File: config.mk
export PLATFORM = sky130hd
export DESIGN_NAME = esp32_spi_reg_ctrl_flat
export DESIGN_NICKNAME = d
export VERILOG_FILES = /design/src/rtl/esp32_spi_reg_ctrl_if.sv /design/src/rtl/esp32_spi_reg_ctrl.sv /design/src/flat_wrapper.sv
export SDC_FILE = /design/constraint.sdc
export NUM_CORES = 1
export LEC_CHECK = 0
export CAP_MARGIN = 10
export CORE_UTILIZATION = 52
export CTS_BUF_LIST = sky130_fd_sc_hd__clkbuf_8 sky130_fd_sc_hd__clkbuf_16
export CTS_CLUSTER_DIAMETER = 100
export DETAILED_ROUTE_END_ITERATION = 6
export GPL_TIMING_DRIVEN = 1
export PLACE_DENSITY = 0.89
export SKIP_LAST_GASP = 1
export SLEW_MARGIN = 20
export SYNTH_ARGS = -nofsm -noshare
export SYNTH_HDL_FRONTEND = slang
export SYNTH_SLANG_ARGS = --single-unit
File: constraint.sdc
create_clock -name clk_sys -period 3.1 [get_ports clk_sys]
set_input_delay 0.93 -clock clk_sys [delete_from_list [all_inputs] [get_ports clk_sys]]
set_output_delay 0.93 -clock clk_sys [all_outputs]
set_load 0.01 [all_outputs]
File: src/rtl/esp32_spi_reg_ctrl_if.sv
// Register-bus handshake between the SPI command sequencer (master) and the register file (slave).
interface esp32_spi_reg_ctrl_if;
  logic       bus_req;
  logic       bus_we;
  logic [6:0] bus_addr;
  logic [7:0] bus_wdata;
  logic       bus_ack;
  logic [7:0] bus_rdata;

  modport master (
    output bus_req,
    output bus_we,
    output bus_addr,
    output bus_wdata,
    input  bus_ack,
    input  bus_rdata
  );

  modport slave (
    input  bus_req,
    input  bus_we,
    input  bus_addr,
    input  bus_wdata,
    output bus_ack,
    output bus_rdata
  );
endinterface

File: src/rtl/esp32_spi_reg_ctrl.sv
// Parses SPI frames into register read/write transactions with address auto-increment,
// a one-byte holding buffer, timeout handling and sticky error status.
module esp32_spi_reg_ctrl #(
  parameter int unsigned TIMEOUT = 255,
  parameter int unsigned COUNT_W = 16
) (
  input  logic                 clk_sys,
  input  logic                 rst,
  input  logic [7:0]           rx_data,
  input  logic                 rx_valid,
  input  logic                 spi_busy,
  output logic [7:0]           tx_data,
  esp32_spi_reg_ctrl_if.master bus,
  output logic                 err_overrun,
  output logic                 err_timeout,
  output logic [COUNT_W-1:0]   xfer_count
);

  localparam int unsigned TimerW = $clog2(TIMEOUT + 1);

  typedef enum logic [2:0] {
    StIdle, StCmd, StWrite, StReadIssue, StWaitAck, StDrain
  } state_e;

  state_e            state_q;
  logic              busy_q;
  logic [6:0]        ptr_q;
  logic [7:0]        buf_q;
  logic              buf_full_q;
  logic [7:0]        resp_q;
  logic [TimerW-1:0] timer_q;
  logic              timed_out;

  // Compared against TIMEOUT-1 so bus_req stays high for exactly TIMEOUT cycles.
  assign timed_out = (timer_q == TimerW'(TIMEOUT - 1));

  always_ff @(posedge clk_sys or posedge rst) begin
    if (rst) begin
      state_q       <= StIdle;
      busy_q        <= 1'b0;
      ptr_q         <= 7'h00;
      buf_q         <= 8'h00;
      buf_full_q    <= 1'b0;
      resp_q        <= 8'h00;
      timer_q       <= '0;
      tx_data       <= 8'h00;
      bus.bus_req   <= 1'b0;
      bus.bus_we    <= 1'b0;
      bus.bus_addr  <= 7'h00;
      bus.bus_wdata <= 8'h00;
      err_overrun   <= 1'b0;
      err_timeout   <= 1'b0;
      xfer_count    <= '0;
    end else begin
      busy_q <= spi_busy;
      // The slave's shift register only reloads between frames.
      if (!spi_busy) tx_data <= resp_q;

      unique case (state_q)
        StIdle: begin
          if (spi_busy && !busy_q) state_q <= StCmd;
        end
        StCmd: begin
          if (rx_valid) begin
            ptr_q   <= rx_data[6:0];
            state_q <= rx_data[7] ? StWrite : StReadIssue;
          end else if (!spi_busy) begin
            state_q <= StIdle;
          end
        end
        StWrite: begin
          if (buf_full_q || rx_valid) begin
            bus.bus_req   <= 1'b1;
            bus.bus_we    <= 1'b1;
            bus.bus_addr  <= ptr_q;
            bus.bus_wdata <= buf_full_q ? buf_q : rx_data;
            ptr_q         <= ptr_q + 7'd1;
            timer_q       <= '0;
            state_q       <= StWaitAck;
            // Draining the buffer while a new byte lands refills it in the same cycle.
            if (buf_full_q && rx_valid) buf_q <= rx_data;
            else buf_full_q <= 1'b0;
          end else if (!spi_busy) begin
            state_q <= StIdle;
          end
        end
        StReadIssue: begin
          bus.bus_req  <= 1'b1;
          bus.bus_we   <= 1'b0;
          bus.bus_addr <= ptr_q;
          timer_q      <= '0;
          state_q      <= StWaitAck;
        end
        StWaitAck: begin
          if (bus.bus_we && rx_valid) begin
            if (buf_full_q) begin
              err_overrun <= 1'b1;
            end else begin
              buf_q      <= rx_data;
              buf_full_q <= 1'b1;
            end
          end
          if (bus.bus_ack || timed_out) begin
            bus.bus_req <= 1'b0;
            xfer_count  <= xfer_count + COUNT_W'(1);
            if (!bus.bus_ack) err_timeout <= 1'b1;
            if (!bus.bus_we) resp_q <= bus.bus_ack ? bus.bus_rdata : 8'hEE;
            state_q <= bus.bus_we ? StWrite : StDrain;
          end else begin
            timer_q <= timer_q + TimerW'(1);
          end
        end
        StDrain: begin
          if (!spi_busy) state_q <= StIdle;
        end
        default: state_q <= StIdle;
      endcase
    end
  end

endmodule

File: src/flat_wrapper.sv
// flat-port wrapper written by rule: the top's interface ports become plain ports
module esp32_spi_reg_ctrl_flat 
#(
  parameter int unsigned TIMEOUT = 255,
  parameter int unsigned COUNT_W = 16
)
  (clk_sys, rst, rx_data, rx_valid, spi_busy, tx_data, err_overrun, err_timeout, xfer_count, bus_bus_req, bus_bus_we, bus_bus_addr, bus_bus_wdata, bus_bus_ack, bus_bus_rdata);
  esp32_spi_reg_ctrl_if bus_i ();
  input  logic clk_sys;
  input  logic rst;
  input  logic [7:0] rx_data;
  input  logic rx_valid;
  input  logic spi_busy;
  output logic [7:0] tx_data;
  output logic err_overrun;
  output logic err_timeout;
  output logic [COUNT_W-1:0] xfer_count;
  output wire logic [$bits(bus_i.bus_req)-1:0] bus_bus_req;
  output wire logic [$bits(bus_i.bus_we)-1:0] bus_bus_we;
  output wire logic [$bits(bus_i.bus_addr)-1:0] bus_bus_addr;
  output wire logic [$bits(bus_i.bus_wdata)-1:0] bus_bus_wdata;
  input wire logic [$bits(bus_i.bus_ack)-1:0] bus_bus_ack;
  input wire logic [$bits(bus_i.bus_rdata)-1:0] bus_bus_rdata;
  assign bus_bus_req = bus_i.bus_req;
  assign bus_bus_we = bus_i.bus_we;
  assign bus_bus_addr = bus_i.bus_addr;
  assign bus_bus_wdata = bus_i.bus_wdata;
  assign bus_i.bus_ack = bus_bus_ack;
  assign bus_i.bus_rdata = bus_bus_rdata;
  esp32_spi_reg_ctrl #(.TIMEOUT(TIMEOUT), .COUNT_W(COUNT_W)) u_core (.clk_sys(clk_sys), .rst(rst), .rx_data(rx_data), .rx_valid(rx_valid), .spi_busy(spi_busy), .tx_data(tx_data), .bus(bus_i), .err_overrun(err_overrun), .err_timeout(err_timeout), .xfer_count(xfer_count));
endmodule
* Yosys cells after proc, flatten, opt, wreduce, memory -nomap -nowiden *
Index checks and enable logic that the tools add are counted.

operators by class
  multiply operators = 0
  equal/unequal tests = 14
  $lt $le $gt $ge = 0
  muxes and demuxes = 30
  reduce and logical (&&, ||, !) cells = 23
  divide/modulo/power cells = 0
  $add $sub $neg = 3
  bitwise gates (word level) = 2
  shifts and indexed selects = 0

operators by type and width
  operator                                                         number
  8-bit 2-to-1 mux                                                 7
  7-bit case mux with 2 select lines                               2
  8-bit case mux with 3 select lines                               1
  7-bit 2-to-1 mux                                                 3
  3-bit 2-to-1 mux                                                 6
  3-bit case mux with 6 select lines                               1
  3-bit AND reduction                                              6
  16-bit by 1-bit adder with 16-bit output, second input constant  1
  8-bit case mux with 2 select lines                               1
  2-bit by 1-bit != test with 1-bit output, second input constant  5
  8-bit by 1-bit adder with 8-bit output, second input constant    1
  8-bit == test, second input constant                             1
  2-bit AND reduction                                              4
  4-bit AND reduction                                              2
  7-bit by 1-bit adder with 7-bit output, second input constant    1
  3-bit by 2-bit == test with 1-bit output, second input constant  2
  3-bit == test, second input constant                             2
  1-bit 2-to-1 mux                                                 6
  2-bit != test, second input constant                             3
  2-bit nonzero test                                               3
  1-bit case mux with 2 select lines                               2
  3-bit by 1-bit == test with 1-bit output, second input constant  1
  1-bit logical AND                                                3
  3-bit zero test                                                  1
  other kinds (5)                                                  7

storage, ports and cells
  bits in registers = 79
  input port bits = 21
  memories = 0
  latch bits = 0
  memory bits (read-only) = 0
  RAM bits = 0

* Depth between registers and ports, before layout *
  depth after elaboration = 4
  depth in mapped cells = 7

* Worst setup path after synthesis *
OpenSTA, ideal clock, no wires.

  path type = in2reg
  start point = input port rx_valid
  end point = register u_core.ptr_q[0]
  slack = 1,019 ps
  stages on the path = 6
  buffers on the path = 1
  data arrival time = 1,998 ps
  library setup time = 83 ps
  path through = clkbuf_2 nor2_1 or3b_1 a21oi_4 o21ai_0 o21ai_0

on the way
  cells in the longest elaborated chain, start to end = 3

RTL lines
  element                                             line                      RTL
  from (decl)                                         flat_wrapper.sv:12        input logic rx_valid;
  1-bit logical OR                                    esp32_spi_reg_ctrl.sv:72  if (buf_full_q || rx_valid) begin
  2-bit by 1-bit != test with 1-bit output (no line)  -
  3-bit AND reduction (no line) (*)                   -
  to (signal assigned)                                esp32_spi_reg_ctrl.sv:65  ptr_q <= rx_data[6:0];
  to (signal assigned)                                esp32_spi_reg_ctrl.sv:77  ptr_q <= ptr_q + 7'd1;
  to (decl)                                           esp32_spi_reg_ctrl.sv:27  logic [6:0] ptr_q;

Every way passes the cells marked *; elsewhere a longest branch is shown, timed or not.
A chain may end at the register's enable or synchronous reset.

* Worst setup path in the final report *
Ends and elaborated chain as after synthesis.

==> flow_metrics.py <==
metrics = {
    "sta": {
        "hold_violations": 0,
        "post-route-period-util": 0.767,
        "layout_setup_ws_ns": 0.721,
        "fin_setup_tns_ns": 0,
        "rsz0062_at_grt": "no",
        "max_freq_ghz": 0.420,
        "maxSlewHeadroom": 0.593,
        "finalMaxSlewViolations": 0,
        "clock_skew_ns": 0.0110,
        "tightestPinTransition_ns": 0.610,
        "min_period_ns": 2.38,
        "setup_viol": 0,
    },
    "detailed_routing": {
        "wl_met2_um": 3790,
        "drt_wl_total_um": 7390,
        "vias_per_cell": 5.68,
        "m1WireLength_um": 3210,
        "wl_met3_um": 254,
        "drc": 4,
        "firstDrtPassIters": 6,
        "wl_per_cell_um": 15.9,
        "first_iter_violations": 195,
        "top_layer": "met4",
        "drtAntennaViolNets": 0,
        "vias": 2636,
    },
    "floorplan": {
        "pin_count": 64,
        "initial_core_util": 0.550,
        "rows": 29,
        "core_mm2": 0.00649,
        "dieArea_mm2": 0.00720,
        "die_h_um": 84.9,
        "die_w_um": 84.9,
    },
    "synthesis": {
        "synth_xor_area_frac": 0.0368,
        "ys_ff_latch": 79,
        "avgSynthCellArea_um2": 11.3,
        "synth_top_area_share": 0.554,
        "synth.largest_area_cell": "dfrtp_1",
        "synth_cell_type_count": 46,
        "synthFlopType": "dfrtp_1",
        "synth-edff-count": 0,
        "syn-num-nets": 342,
        "yosys_warnings": 0,
        "synth_area_leaders": "dfrtp_1 55%, mux2_2 7.3%, o21ai_0 4.1%, nand2_1 3.7%, xnor2_1 3.2%",
        "synth_compound_area_frac": 0.125,
        "synthMuxAreaShare": 0.101,
        "ys_seq_area_frac": 0.554,
        "synth_top_family_by_area": "simple AND/OR/NAND/NOR gates",
        "synthCells": 317,
        "ys_async_sr_fraction": 1.00,
        "netlist_area_mm2": 0.00357,
        "synth-adder-area-share": 0.0140,
        "synth-simple-area-share": 0.137,
    },
    "place": {
        "dp_hpwl_um": 5200,
        "io_buffers": 63,
        "dpl_worst_slack_ns": 0.358,
        "gp_congestion": 0.811,
    },
    "cts": {
        "clock_latency_ns": 0.35,
        "cts_buffers": 9,
        "post_cts_resized": 0,
        "clock_path_buffers": 2,
        "hold_buffers": 0,
        "postCtsSetupBuffers": 0,
        "clkSlewWorstSetupHoldPaths_ns": 0.08,
        "cts.sinks": 79,
        "cts_tree": "yes",
        "cts-root-buf": "clkbuf_8",
        "h-tree-depth": 3,
    },
    "final_layout": {
        "syn2layout_area_growth_pct": 25.8,
        "drive_above_1_share": 0.140,
        "nNetsFinal": 407,
        "fillers": 476,
        "antenna_cells": 0,
    },
    "grt": {
        "grt_max_degree": 66,
        "grt.overflow.total": 0,
        "antenna_found_initial": 0,
        "groute.usage.overall": 0.217,
        "grt_pass1_vias": 2615,
        "grt_pass1_wl_um": 12100,
    },
    "critical_path": {
        "path_cells": "clkdlybuf4s50_1, nor2_1, or3b_1, a21oi_4, o21ai_0, o21ai_0",
        "startpoint_type": "input pin",
        "crit_path_max_incr_delay_ns": 0.62,
        "worstPathBufferInverterCount": 1,
        "r2r-start": "u_core.state_q[2]",
        "slowest_stage": "clkdlybuf4s50_1",
        "cp_top_family": "buffers and inverters",
        "crit_fanout": 10,
        "critPathKind": "in -> reg",
        "worstSetupStartpoint": "rx_valid",
        "end_kind": "flop",
        "cp_common_cell": "o21ai_0",
        "cp_data_arrival_time_ns": 2.65,
        "required_ns": 3.37,
    },
    "run_status": {
        "status": "complete, but fails checks",
        "failed_checks": "DRC",
    },
    "hold_path": {
        "min_path_type": "reg -> reg",
        "hp-start": "u_core.xfer_count[15]",
    },
    "run": {
        "maxCapViolCount": 0,
    },
    "power": {
        "p_leak_nw": 1.94,
        "vdd_drop_max_uv": 490,
        "power.density_mw_per_mm2": 872,
    },
}
-- power by group --
group	internal, mW	switching (mW)	total [mW]
clock	0.448	0.371	0.819
sequential	1.40	0.339	1.74
combinational	0.763	0.593	1.36
-- synthesized netlist by cell type (4+ instances only) --
master and instances:
o22a_1 6, xnor2_1 13, o22ai_1 4, o21ai_0 29, and3_1 5, nand4_1 5
mux2i_1 10, nand3_1 15, inv_1 12, ha_1 4, buf_2 7, nand2b_1 5
a31oi_1 4, dfrtp_1 79, a21oi_1 11, nor2_1 11, mux2_2 23, nand2_1 35
-- stage by stage --
step                std cells  hold slack (ns)   util  area, µm²  power (mW)
floorplan                 317            0.444      -       3570        2.51
global placement          448            0.463  0.659       4280        3.03
detailed placement        448            0.464  0.659       4280        3.12
CTS                       464            0.480  0.691       4490        3.94
global route              464            0.488  0.691       4490        4.15
finish                    464            0.481  0.691       4490        3.92
-- sequential cells by signal, summed over array words and instances, names as in the netlist --
name,count
u_core.xfer_count,16
u_core.resp_q,8
u_core.busy_q,1
u_core.ptr_q,7
u_core.bus.bus_wdata,8
u_core.buf_q,8
u_core.state_q,3
u_core.err_timeout,1
u_core.err_overrun,1
u_core.bus.bus_addr,7
u_core.bus.bus_we,1
u_core.timer_q,8
u_core.buf_full_q,1
u_core.tx_data,8
u_core.bus.bus_req,1
-- cell families after synthesis --
| kind of cell | Yosys count |
|---|---|
| buf+inv | 26 |
| simple gates | 91 |
| compound gates | 69 |
| flops | 79 |
| fa+ha+maj | 4 |
| mux | 33 |
| xor+xnor | 15 |
-- final timing paths --
check                                         end  slack (ns)  cells after the start
setup / recovery                  u_core.ptr_q[0]        0.72                      6
hold / removal              u_core.xfer_count[15]        0.48                      1
setup reg to reg                u_core.timer_q[4]        0.92                      5
hold reg to reg             u_core.xfer_count[15]        0.48                      1
max in group asynchronous           u_core.busy_q        1.58                      3
min in group asynchronous  u_core.bus.bus_addr[6]        0.86                      2
-- cell type report --
cell class,count,area (µm²),share of cell area
clock buffer,9,124,0.0276
clock inverter,7,88.8,0.0198
inverter,12,45.0,0.0100
multi-input combinational,212,1480,0.329
sequential,79,1980,0.440
tap,77,96.3,0.0215
timing repair buffer,68,681,0.152
-- metal layers --
layer,GRT usage,vias up
li1,-,1260
met1,0.271,1305
met2,0.374,59
met3,0.0428,12
met4,0.0894,0
met5,0,-
-- layout by cell type (no fill, tap or decap), drive strengths merged, types with 3 or more instances in the layout --
master / instances
o22ai: 4
o22a: 6
mux2: 23
nand2b: 5
a21oi: 13
nand3: 15
nor3: 3
o21ai: 30
and3: 5
dfrtp: 79
clkbuf: 9
a2111oi: 3
buf: 5
inv: 13
and4: 3
nand2: 35
mux2i: 10
xnor2: 13
nor2: 12
a31oi: 4
nand4: 5
clkdlybuf4s50: 63
ha: 4
No activity file was read; power rests on OpenSTA's default activity.
